File: config.mk
export PLATFORM = sky130hd
export DESIGN_NAME = lsu_mem_ctrl
export DESIGN_NICKNAME = d
export VERILOG_FILES = /design/src/rtl/lsu_pkg.sv /design/src/rtl/lsu_lane_align.sv /design/src/rtl/lsu_mem_ctrl.sv
export SDC_FILE = /design/constraint.sdc
export NUM_CORES = 1
export LEC_CHECK = 0
export ABC_AREA = 0
export CAP_MARGIN = 20
export CORE_MARGIN = 5
export CORE_UTILIZATION = 42
export CTS_BUF_LIST = sky130_fd_sc_hd__clkbuf_16
export CTS_CLUSTER_DIAMETER = 40
export CTS_CLUSTER_SIZE = 12
export DETAILED_ROUTE_END_ITERATION = 8
export PLACE_DENSITY_LB_ADDON = 0.15
export SYNTH_ARGS = -nofsm -noshare
export SYNTH_HDL_FRONTEND = slang
export SYNTH_SLANG_ARGS = --single-unit
File: constraint.sdc
create_clock -name i_clk -period 2 [get_ports i_clk]
set_input_delay 0.4 -clock i_clk [delete_from_list [all_inputs] [get_ports i_clk]]
set_output_delay 0.4 -clock i_clk [all_outputs]
set_load 0.1 [all_outputs]
File: src/rtl/lsu_pkg.sv
// Shared types and encodings for the MEM-stage load/store controller.
package lsu_pkg;

    localparam int BE_W = 4;

    localparam logic [1:0] SZ_B = 2'b00;
    localparam logic [1:0] SZ_H = 2'b01;
    localparam logic [1:0] SZ_W = 2'b10;

    typedef enum logic [1:0] {
        ST_IDLE,
        ST_REQ,
        ST_WAIT_R,
        ST_DONE
    } lsu_state_e;

    // Size 2'b11 is handled as a word access.
    function automatic logic is_misaligned(input logic [1:0] size, input logic [1:0] off);
        case (size)
            SZ_B:    return 1'b0;
            SZ_H:    return off[0];
            default: return off != 2'b00;
        endcase
    endfunction

endpackage

File: src/rtl/lsu_lane_align.sv
// Combinational lane logic: byte enables, replicated store data, misalign
// detection and right-alignment of returned load words.
module lsu_lane_align
    import lsu_pkg::*;
(
    input  logic [1:0]      i_size,
    input  logic [1:0]      i_off,
    input  logic [31:0]     i_st_data,
    input  logic [1:0]      i_ld_off,
    input  logic [31:0]     i_rdata,
    output logic [BE_W-1:0] o_be,
    output logic [31:0]     o_wdata,
    output logic            o_misalign,
    output logic [31:0]     o_ld_shifted
);

    always_comb begin
        o_be    = 4'b1111;
        o_wdata = i_st_data;
        case (i_size)
            SZ_B: begin
                o_be    = 4'b0001 << i_off;
                o_wdata = {4{i_st_data[7:0]}};
            end
            SZ_H: begin
                o_be    = 4'b0011 << i_off;
                o_wdata = {2{i_st_data[15:0]}};
            end
            default: begin
                o_be    = 4'b1111;
                o_wdata = i_st_data;
            end
        endcase
    end

    assign o_misalign   = is_misaligned(i_size, i_off);
    assign o_ld_shifted = i_rdata >> {i_ld_off, 3'b000};

endmodule

File: src/rtl/lsu_mem_ctrl.sv
// MEM-stage load/store controller driving a valid/ready data-memory port.
// Optional wait-state timeout enabled by defining LSU_TIMEOUT_EN.
module lsu_mem_ctrl
    import lsu_pkg::*;
#(
    parameter int ADDR_W   = 32,
    parameter int MAX_WAIT = 16
) (
    input  logic              i_clk,
    input  logic              i_reset,
    input  logic              i_req,
    input  logic              i_we,
    input  logic [ADDR_W-1:0] i_addr,
    input  logic [31:0]       i_st_data,
    input  logic [1:0]        i_size,
    output logic              o_stall,
    output logic [31:0]       o_ld_data,
    output logic              o_ld_valid,
    output logic              o_misalign,
    output logic              o_timeout,
    output logic              o_mem_req,
    output logic              o_mem_we,
    output logic [ADDR_W-1:0] o_mem_addr,
    output logic [BE_W-1:0]   o_mem_be,
    output logic [31:0]       o_mem_wdata,
    input  logic              i_mem_ready,
    input  logic              i_mem_rvalid,
    input  logic [31:0]       i_mem_rdata
);

    lsu_state_e        state_q, state_d;
    logic              mem_req_q, mem_req_d;
    logic              mem_we_q, mem_we_d;
    logic [ADDR_W-1:0] mem_addr_q, mem_addr_d;
    logic [BE_W-1:0]   mem_be_q, mem_be_d;
    logic [31:0]       mem_wdata_q, mem_wdata_d;
    logic [1:0]        off_q, off_d;
    logic [31:0]       ld_data_q, ld_data_d;
    logic              ld_valid_q, ld_valid_d;
    logic              misalign_q, misalign_d;
    logic              timeout_q, timeout_d;

    logic [BE_W-1:0]   al_be;
    logic [31:0]       al_wdata;
    logic              al_misalign;
    logic [31:0]       al_ld_shifted;
    logic              wait_expired;

    lsu_lane_align u_align (
        .i_size       (i_size),
        .i_off        (i_addr[1:0]),
        .i_st_data    (i_st_data),
        .i_ld_off     (off_q),
        .i_rdata      (i_mem_rdata),
        .o_be         (al_be),
        .o_wdata      (al_wdata),
        .o_misalign   (al_misalign),
        .o_ld_shifted (al_ld_shifted)
    );

`ifdef LSU_TIMEOUT_EN
    localparam int CNT_W = (MAX_WAIT > 1) ? $clog2(MAX_WAIT) : 1;

    logic [CNT_W-1:0] wait_cnt_q, wait_cnt_d;

    assign wait_expired = (wait_cnt_q == CNT_W'(MAX_WAIT - 1));

    // Counts cycles spent in the current REQ/WAIT_R visit; any entry restarts it.
    always_comb begin
        wait_cnt_d = '0;
        if ((state_d == ST_REQ || state_d == ST_WAIT_R) && state_d == state_q) begin
            wait_cnt_d = wait_cnt_q + 1'b1;
        end
    end
`else
    assign wait_expired = 1'b0;
`endif

    always_comb begin
        state_d     = state_q;
        mem_req_d   = mem_req_q;
        mem_we_d    = mem_we_q;
        mem_addr_d  = mem_addr_q;
        mem_be_d    = mem_be_q;
        mem_wdata_d = mem_wdata_q;
        off_d       = off_q;
        ld_data_d   = ld_data_q;
        ld_valid_d  = 1'b0;
        misalign_d  = 1'b0;
        timeout_d   = 1'b0;

        case (state_q)
            ST_IDLE: begin
                if (i_req) begin
                    if (al_misalign) begin
                        misalign_d = 1'b1;
                    end else begin
                        mem_we_d    = i_we;
                        off_d       = i_addr[1:0];
                        mem_addr_d  = {i_addr[ADDR_W-1:2], 2'b00};
                        mem_be_d    = al_be;
                        mem_wdata_d = al_wdata;
                        mem_req_d   = 1'b1;
                        state_d     = ST_REQ;
                    end
                end
            end
            ST_REQ: begin
                if (i_mem_ready) begin
                    mem_req_d = 1'b0;
                    state_d   = mem_we_q ? ST_DONE : ST_WAIT_R;
                end else if (wait_expired) begin
                    mem_req_d = 1'b0;
                    timeout_d = 1'b1;
                    state_d   = ST_DONE;
                    if (!mem_we_q) begin
                        ld_data_d  = '0;
                        ld_valid_d = 1'b1;
                    end
                end
            end
            ST_WAIT_R: begin
                if (i_mem_rvalid) begin
                    ld_data_d  = al_ld_shifted;
                    ld_valid_d = 1'b1;
                    state_d    = ST_DONE;
                end else if (wait_expired) begin
                    ld_data_d  = '0;
                    ld_valid_d = 1'b1;
                    timeout_d  = 1'b1;
                    state_d    = ST_DONE;
                end
            end
            ST_DONE: begin
                state_d = ST_IDLE;
            end
            default: begin
                state_d = ST_IDLE;
            end
        endcase
    end

    always_ff @(posedge i_clk) begin
        if (i_reset) begin
            state_q     <= ST_IDLE;
            mem_req_q   <= 1'b0;
            mem_we_q    <= 1'b0;
            mem_addr_q  <= '0;
            mem_be_q    <= '0;
            mem_wdata_q <= '0;
            off_q       <= '0;
            ld_data_q   <= '0;
            ld_valid_q  <= 1'b0;
            misalign_q  <= 1'b0;
            timeout_q   <= 1'b0;
`ifdef LSU_TIMEOUT_EN
            wait_cnt_q  <= '0;
`endif
        end else begin
            state_q     <= state_d;
            mem_req_q   <= mem_req_d;
            mem_we_q    <= mem_we_d;
            mem_addr_q  <= mem_addr_d;
            mem_be_q    <= mem_be_d;
            mem_wdata_q <= mem_wdata_d;
            off_q       <= off_d;
            ld_data_q   <= ld_data_d;
            ld_valid_q  <= ld_valid_d;
            misalign_q  <= misalign_d;
            timeout_q   <= timeout_d;
`ifdef LSU_TIMEOUT_EN
            wait_cnt_q  <= wait_cnt_d;
`endif
        end
    end

    // Stall is held low during reset even if the state register has not yet cleared.
    assign o_stall = !i_reset &&
                     ((state_q == ST_IDLE && i_req && !al_misalign) ||
                      state_q == ST_REQ || state_q == ST_WAIT_R);

    assign o_ld_data   = ld_data_q;
    assign o_ld_valid  = ld_valid_q;
    assign o_misalign  = misalign_q;
    assign o_timeout   = timeout_q;
    assign o_mem_req   = mem_req_q;
    assign o_mem_we    = mem_we_q;
    assign o_mem_addr  = mem_addr_q;
    assign o_mem_be    = mem_be_q;
    assign o_mem_wdata = mem_wdata_q;

endmodule

==> impl_metrics.toml, run 1 <==
[outcome]
status = "finished clean"

[worst_setup_path]
end_kind = "output port"
cp_top_family = "buffers and inverters"
path_class = "in2out"
critPathSlowestCell = "clkdlybuf4s50_1"
cp.buffers_inverters = 2
cp_data_arrival_time_ns = 1.53
slowest_delay_ns = 0.58
path_cells = "clkdlybuf4s50_1 > nand4_4 > a31oi_4 > buf_12"
cp-start-kind = "primary input"
worst-endpoint-required_ns = 1.60
worstPathMaxFanout = 4

[floorplan]
fp.dieW_um = 115
initial_core_util = 0.430
core_area_um2 = 10800
rows = 38
die_area_um2 = 13300
die-height_um = 115
pin_count = 210

[timing]
fmax_ghz = 0.517
rsz0062_at_grt = "no"
worstMarginPinSlew_ns = 0.698
hold_violations = 0
slew_viol_final = 0
skew_ns = 0.00710
finalCritPeriodShare = 0.967
setup_viol = 0
relSlewSlack = 0.534
period_minus_slack_ns = 1.93

[route]
drtIter0Drc = 267
wl_per_cell_um = 15.8
routed_wl_mm = 14.0
ant_nets = 0
drc = 0
vias = 4528
first_pass_iters = 4
viasPerCell = 5.09

[power_and_ir_drop]
power.leakage_nw = 2.82
power_density_nw_per_um2 = 1200
irDropWorstVdd_mv = 0.800
p_switching_mw = 3.84
intPower_mw = 4.56
p_clk_frac = 0.219
p_seq_frac = 0.306
power_frac_comb = 0.475
p_sw_frac = 0.457

[cts]
clk_latency_ns = 0.34
cts_sinks = 106
htreeDepth = 3
clk_pin_slew_ns = 0.06
clk_path_buf_depth = 2
tritoncts = "built"
clock_tree.root_cell = "clkbuf_16"
cts_made_buffers = 9

[logic_synthesis]
yosysWarnings = 0
ys_types = 37
synth_edf_count = 0
ys_ff_latch = 106
synth-async-reset-ratio = 0
avgSynthCellArea_um2 = 8.55
ys_seq_area_frac = 0.455
synth_area_um2 = 4660
synthCells = 545
ys.flop_type = "dfxtp_1"

[grt]
grt_use_total = 0.205
grt_overflow = 0
antenna_found_initial = 0
grt_pass1_wl_mm = 21.8
grt_start_max_net_pins = 54
grt_pass1_vias = 4394

[placement]
dpl.hpwl_mm = 10.6
place_congestion = 0.881
port_buffers = 206
placed_cell_area_um2 = 6650
placed_cells = 871

[cells_and_area]
final_cell_area_um2 = 7000
n_antenna_cell = 0
nNetsFinal = 852
area_growth_pct = 50.2
fin_cells = 889
fillers = 942
fin_util = 0.645
drive_gt1_frac = 0.239

[flow_run]
drv_cap = 0

[worst_hold_path]
hp-class = "reg2reg"
per-layer routing:
metal	global-route usage	vias up	part of all wire
li1	-	2261	-
met5	0	-	0
met4	0.0704	0	0.021
met3	0.0563	22	0.079
met1	0.271	2071	0.44
met2	0.324	174	0.46
cells in the final DEF, fill, tap and decap left out, types with 4 or more instances in the layout:
cell	count
a21oi_1	62
buf_12	4
clkbuf_16	9
mux2_2	8
nand2_1	126
o211ai_1	9
nor3_1	10
o21ai_0	9
buf_4	125
dfxtp_1	106
a211oi_2	16
a22oi_1	16
a311oi_1	8
clkdlybuf4s50_1	100
mux2i_1	42
nor2_1	53
inv_1	6
flip-flops by register name, indices dropped and copies added (netlist names), 2 cells and up:
signal,cells
o_ld_data,32
o_mem_addr,30
o_mem_wdata,32
state_q,2
off_q,2
o_mem_be,4
layout make-up:
type	instances	area, um^2	share of cell area
timing repair buffer	231	2040	0.291
clock buffer	9	225	0.0322
inverter	7	26.3	0.00376
clock inverter	7	85.1	0.0122
multi-input combinational	389	2330	0.332
tap	140	175	0.0250
sequential	106	2120	0.303
power by group through the flow:
stage / Combinational, mW / Sequential, mW / Clock (mW)
final: 3.99 / 2.57 / 1.84
after global routing: 4.20 / 2.60 / 1.98
after detailed placement: 3.94 / 2.61 / 0
after CTS: 3.99 / 2.57 / 1.88
after floorplan: 1.17 / 4.40 / 0
after global placement: 3.89 / 2.60 / 0
synthesized netlist by cell type (2+ instances only):
master / n / area, um^2
a21oi_1: 62 / 310
ha_1: 4 / 50.1
nand2_1: 127 / 477
a22oi_1: 16 / 120
dfxtp_1: 106 / 2120
clkbuf_1: 20 / 75.1
nand2b_1: 2 / 12.5
o21ai_0: 9 / 45.0
inv_1: 7 / 26.3
o211ai_1: 9 / 67.6
nand3_1: 3 / 15.0
buf_2: 13 / 65.1
buf_6: 2 / 22.5
a311oi_1: 8 / 70.1
a211oi_2: 16 / 200
buf_4: 10 / 75.1
mux2i_1: 42 / 420
mux2_2: 8 / 90.1
nor3_1: 10 / 50.1
nand3b_1: 2 / 15.0
nor2_1: 53 / 199
worst min-delay path, delay by kind of cell, from the launching register on:
family,cells,cell delay [ns]
simple gates,1,0.05
compound gates,1,0.05
flops,1,0.31
through the flow:
stage	power [mW]	hold slack, ns	setup TNS [ns]	worst slack [ns]
floorplan	5.57	0.482	0	0.0135
global placement	6.49	0.443	-1.75	-0.0946
detailed placement	6.55	0.447	-6.50	-0.172
CTS	8.43	0.457	0	0.0355
global route	8.78	0.472	0	0.0145
finish	8.40	0.454	0	0.0669
path summary, 6_finish.rpt:
check,start,endpoint,slack (ns),cells after the start
max,i_req,o_stall,0.07,4
min,o_mem_wdata[25],o_mem_wdata[25],0.45,2
max reg2reg,state_q[0],o_mem_wdata[15],0.35,7
min reg2reg,o_mem_wdata[25],o_mem_wdata[25],0.45,2
repair_timing:
item | in CTS | in global routing
endpoints found under the setup margin | 1 | 1
setup buffers | 1 | 1
resized for setup | 6 | 3
pin swaps | 2 | 0
hold buffers | 0 | 0
gates cloned | 0 | 0
kinds of logic (layout without fill, tap and decap cells):
logic type	count (synthesis)	in the layout	share of synthesized area
simple gates	203	203	0.177
mux	51	51	0.112
fa+ha+maj	4	4	0.0107
flops	106	106	0.455
compound gates	128	128	0.188
buf+inv	52	254	0.0567
other cells	1	3	0.000805
Power figures use the tool's default switching activity.
==> run 2: changes to the inputs <==
- CORE_UTILIZATION: 42 -> 45
- clock period: 2 -> 2.5 ns (I/O delays scaled with it)
==> run 2 against run 1 <==
  * Via count unchanged
  * Final cell count decreased by 1.5%
  * Count of clock-buffer cells in the layout unchanged
  * Sequential share of layout area increased by 0.61 points
  * Wire length decreased by 0.83%
  * Clock skew increased by 0.0018 ns
  * Combinational power decreased by 22%
  * Sequential cell count unchanged
  * Largest cell class unchanged
  * Core utilization increased by 2.5 points
  * Setup slack improved by 0.10 ns
  * Sequential power decreased by 21%
  * First-iteration DRC count increased by 3.4%
==> impl_metrics.toml, run 2 (synthesis gave the netlist of run 1 again) <==
[worst_setup_path]
worstPathMaxFanout = 4
cp_data_arrival_time_ns = 1.83
worst-endpoint-required_ns = 2.00
reg2reg_slack_ns = 0.58
slowest_delay_ns = 0.49
cp.buffers_inverters = 2
end_kind = "output port"
cp-start-kind = "primary input"
cp_top_family = "buffers and inverters"
path_class = "in2out"
path_cells = "clkdlybuf4s50_1 > o21ai_2 > nand4_2 > a31oi_4 > buf_12"
critPathSlowestCell = "clkdlybuf4s50_1"

[grt]
grt_start_max_net_pins = 110
busiest_layer = "met2"
grt_pass1_vias = 4467
grt_use_total = 0.212
grt_overflow = 0
antenna_found_initial = 0
grt_pass1_wl_mm = 22.2
use_met2 = 0.351
grt_use_met1 = 0.269
use_met3 = 0.0603

[timing]
finalCritPeriodShare = 0.931
rsz0062_at_grt = "no"
slew_viol_final = 0
period_minus_slack_ns = 2.33
relSlewSlack = 0.511
final.setup.tns_ns = 0
fmax_ghz = 0.429
worstMarginPinSlew_ns = 0.733
skew_ns = 0.00893
setup_viol = 0
hold_violations = 0

[worst_hold_path]
hp-class = "reg2reg"

[cts]
ctsHoldBuffers = 0
cts_sinks = 106
clk_pin_slew_ns = 0.07
htreeDepth = 3
clk_path_buf_depth = 2
ctsResizeCount = 0
clk_latency_ns = 0.34
tritoncts = "built"
clock_tree.root_cell = "clkbuf_16"
cts_made_buffers = 9
cts_setup_buffers = 0

[route]
wl_per_cell_um = 15.9
ant_nets = 0
routed_wl_mm = 13.9
drc = 0
drtIter0Drc = 276
vias = 4528
viasPerCell = 5.17
first_pass_iters = 4

[power_and_ir_drop]
p_switching_mw = 3.07
p_seq_frac = 0.315
p_sw_frac = 0.475
intPower_mw = 3.40
p_clk_frac = 0.205
power_frac_comb = 0.480
power.leakage_nw = 2.76
power_density_nw_per_um2 = 944
irDropWorstVdd_mv = 0.690

[cells_and_area]
mostFrequentLayoutCells = "nand2_1 (127), buf_4 (118), dfxtp_1 (106)"
nNetsFinal = 844
fin_cells = 876
area_growth_pct = 47.2
final_common_cell = "nand2_1"
n_antenna_cell = 0
drive_gt1_frac = 0.224

[floorplan]
initial_core_util = 0.455
die-height_um = 112
core_area_um2 = 10200
pin_count = 210
fp.dieW_um = 112
rows = 37
die_area_um2 = 12500

[placement]
place_congestion = 0.831
dpl.hpwl_mm = 10.3
placed_cells = 861
port_buffers = 206

[flow_run]
drv_cap = 0

[outcome]
status = "finished clean"
[run 2: cell count changes in the layout (fill, tap and decap cells not counted), moves of 2 or more]
| cell | change |
|---|---|
| inv_6 | +3 |
| dlygate4sd2_1 | -2 |
| buf_4 | -7 |
| inv_2 | -2 |
| clkdlybuf4s50_1 | +2 |
| ha_2 | -2 |
| ha_1 | +3 |
| bufinv_16 | -2 |
[run 2: worst register-to-register path: cells and delay by family, from the launching register on]
kind	cells	cell delay, ns
flops	1	0.33
simple gates	3	0.62
buf+inv	2	0.43
fa+ha+maj	1	0.26
compound gates	1	0.20
[run 2: final cells by class]
class / instances / area (um^2)
Fill cell: 904 / 3370
Multi-Input combinational cell: 389 / 2300
Sequential cell: 106 / 2120
Timing Repair Buffer: 223 / 1970
Clock buffer: 9 / 225
Tap cell: 136 / 170
Clock inverter: 6 / 50.0
Inverter: 7 / 26.3
[run 2: power groups by stage]
| stage | combinational (mW) | clock (mW) | sequential [mW] |
|---|---|---|---|
| 5_1_grt | 3.25 | 1.44 | 2.07 |
| 2_1_floorplan | 0.925 | 0 | 3.52 |
| 3_3_place_gp | 3.07 | 0 | 2.07 |
| 3_5_place_dp | 3.11 | 0 | 2.08 |
| 4_1_cts | 3.12 | 1.35 | 2.04 |
| 6_report | 3.11 | 1.33 | 2.04 |
[run 2: per-stage QoR]
stage          cell area, um^2  setup slack, ns  utilization  hold WS (ns)  total power [mW]
2_1_floorplan             4680            0.242            -         0.482              4.44
3_3_place_gp              6580            0.210        0.643         0.444              5.14
3_5_place_dp              6580            0.113        0.643         0.449              5.19
4_1_cts                   6860            0.174        0.670         0.459              6.52
5_1_grt                   6860           0.0991        0.670         0.478              6.77
6_report                  6860            0.171        0.670         0.458              6.47
[run 2: worst paths after layout]
check | startpoint | endpoint | depth (start not counted)
hold reg to reg | o_ld_data[2] | o_ld_data[2] | 2
setup reg to reg | state_q[0] | o_mem_wdata[9] | 7
hold / removal | o_ld_data[2] | o_ld_data[2] | 2
setup / recovery | i_size[1] | o_stall | 5
[run 2: per-layer routing]
metal  share of wire  routed length (um)  vias to the layer above
li1                -                   -                     2246
met1            0.43                5930                     2098
met2            0.48                6610                      166
met3           0.081                1130                       18
met4           0.018                 257                        0
met5               0                   0                        -
==> run 3: changes to the inputs <==
- MAX_ROUTING_LAYER: not set -> met4
==> run 3 against run 2 <==
  * Sequential share of layout area is the same
  * Maximum frequency is essentially flat
  * Wire length is essentially flat
  * Sequential power is essentially flat
  * Via count is essentially flat
  * Non-clock buffer count is the same
  * Global-route usage grew 0.66 points
  * Sequential cell count is the same
==> impl_metrics.toml, run 3 (synthesis gave the netlist of run 1 again) <==
[worst_setup_path]
slowest_delay_ns = 0.49
worst-endpoint-required_ns = 2.00
path_class = "in2out"
reg2reg_slack_ns = 0.57
worstPathMaxFanout = 4
critPathSlowestCell = "clkdlybuf4s50_1"
cp-start-kind = "primary input"
reg2reg_depth = 7
cp_top_family = "buffers and inverters"
cp_data_arrival_time_ns = 1.83
cp.depth = 5
path_cells = "clkdlybuf4s50_1 > o21ai_2 > nand4_2 > a31oi_4 > buf_12"
cp.buffers_inverters = 2
end_kind = "output port"

[placement]
port_buffers = 206
place_congestion = 0.844
dpl.hpwl_mm = 10.3

[route]
vias = 4527
routed_wl_mm = 13.9
viasPerCell = 5.17
ant_nets = 0
wl_per_cell_um = 15.9
first_pass_iters = 5
drtIter0Drc = 276
drc = 0

[power_and_ir_drop]
power.leakage_nw = 2.76
irDropWorstVdd_mv = 0.691
finalPower_mw = 6.48
power_density_nw_per_um2 = 945

[timing]
rsz0062_at_grt = "no"
period_minus_slack_ns = 2.33
slew_viol_final = 0
skew_ns = 0.00827
hold_violations = 0
finalCritPeriodShare = 0.932
fmax_ghz = 0.429
relSlewSlack = 0.523
worstMarginPinSlew_ns = 0.712
setup_viol = 0
final.setup.tns_ns = 0

[cells_and_area]
area_growth_pct = 47.2
multi_input_area_um2 = 2300
nNetsFinal = 844
n_antenna_cell = 0
final_common_cell = "nand2_1"
fillers = 904
drive_gt1_frac = 0.224
regArea_um2 = 2120
mostFrequentLayoutCells = "nand2_1 (127), buf_4 (118), dfxtp_1 (106)"

[floorplan]
core_area_um2 = 10200
die-height_um = 112
rows = 37
fp.dieW_um = 112
pin_count = 210
initial_core_util = 0.455
die_area_um2 = 12500

[worst_hold_path]
hp-class = "reg2reg"
min_delay_path_depth = 2

[cts]
clk_pin_slew_ns = 0.07
ctsResizeCount = 0
clock_tree.root_cell = "clkbuf_16"
tritoncts = "built"
cts_sinks = 106
ctsHoldBuffers = 0
htreeDepth = 3
clk_latency_ns = 0.34
cts_made_buffers = 9
cts_setup_buffers = 0
clk_path_buf_depth = 2

[grt]
antenna_found_initial = 0
grt_pass1_wl_mm = 22.2
grt_start_max_net_pins = 110
grt_use_total = 0.218
grt_pass1_vias = 4467
grt_overflow = 0

[flow_run]
drv_cap = 0

[outcome]
status = "finished clean"
==> run 3: cell counts in the layout (fill, tap and decap cells not counted) <==
No cell type changed its count.
==> run 3: worst register-to-register path, stage by stage (launching register included) <==
cell and delay, ns:
dfxtp_1 0.33, inv_1 0.14, ha_1 0.26, nand2_1 0.12, and3b_2 0.39, buf_12 0.29, nor2_1 0.11, a211oi_2 0.21
==> run 3: area by class of cell <==
class,count,area share
multi-input combinational,389,0.335
tap,136,0.0248
timing repair buffer,223,0.287
clock inverter,6,0.00730
inverter,7,0.00383
clock buffer,9,0.0328
sequential,106,0.309
==> run 3: path summary, 6_finish.rpt <==
path	end	startpoint
worst max-delay path	o_stall	i_size[1]
worst min-delay path	o_ld_data[2]	o_ld_data[2]
worst max register to register	o_mem_wdata[9]	state_q[0]
worst min register to register	o_ld_data[2]	o_ld_data[2]
==> run 3: metrics by stage <==
stage	setup WS, ns	instance area [um^2]	utilization	std cells	hold WS, ns
after floorplan	0.242	4680	-	547	0.482
after global placement	0.210	6580	0.643	861	0.444
after detailed placement	0.113	6580	0.643	861	0.449
after CTS	0.174	6860	0.670	876	0.459
after global routing	0.0991	6860	0.670	876	0.478
final	0.169	6860	0.670	876	0.462
==> run 3: report_power, final <==
group,leakage [nW],switching (mW),internal (mW)
Sequential,0.863,0.129,1.91
Clock,0.135,0.640,0.687
Combinational,1.76,2.31,0.801
Total,2.76,3.08,3.40
==> run 3: routing by layer <==
layer,up-vias,share of wire,global-route usage
li1,2244,-,-
met1,2119,0.44,0.274
met2,146,0.47,0.351
met3,18,0.071,0.0527
met4,0,0.019,0.0624
met5,-,0,-
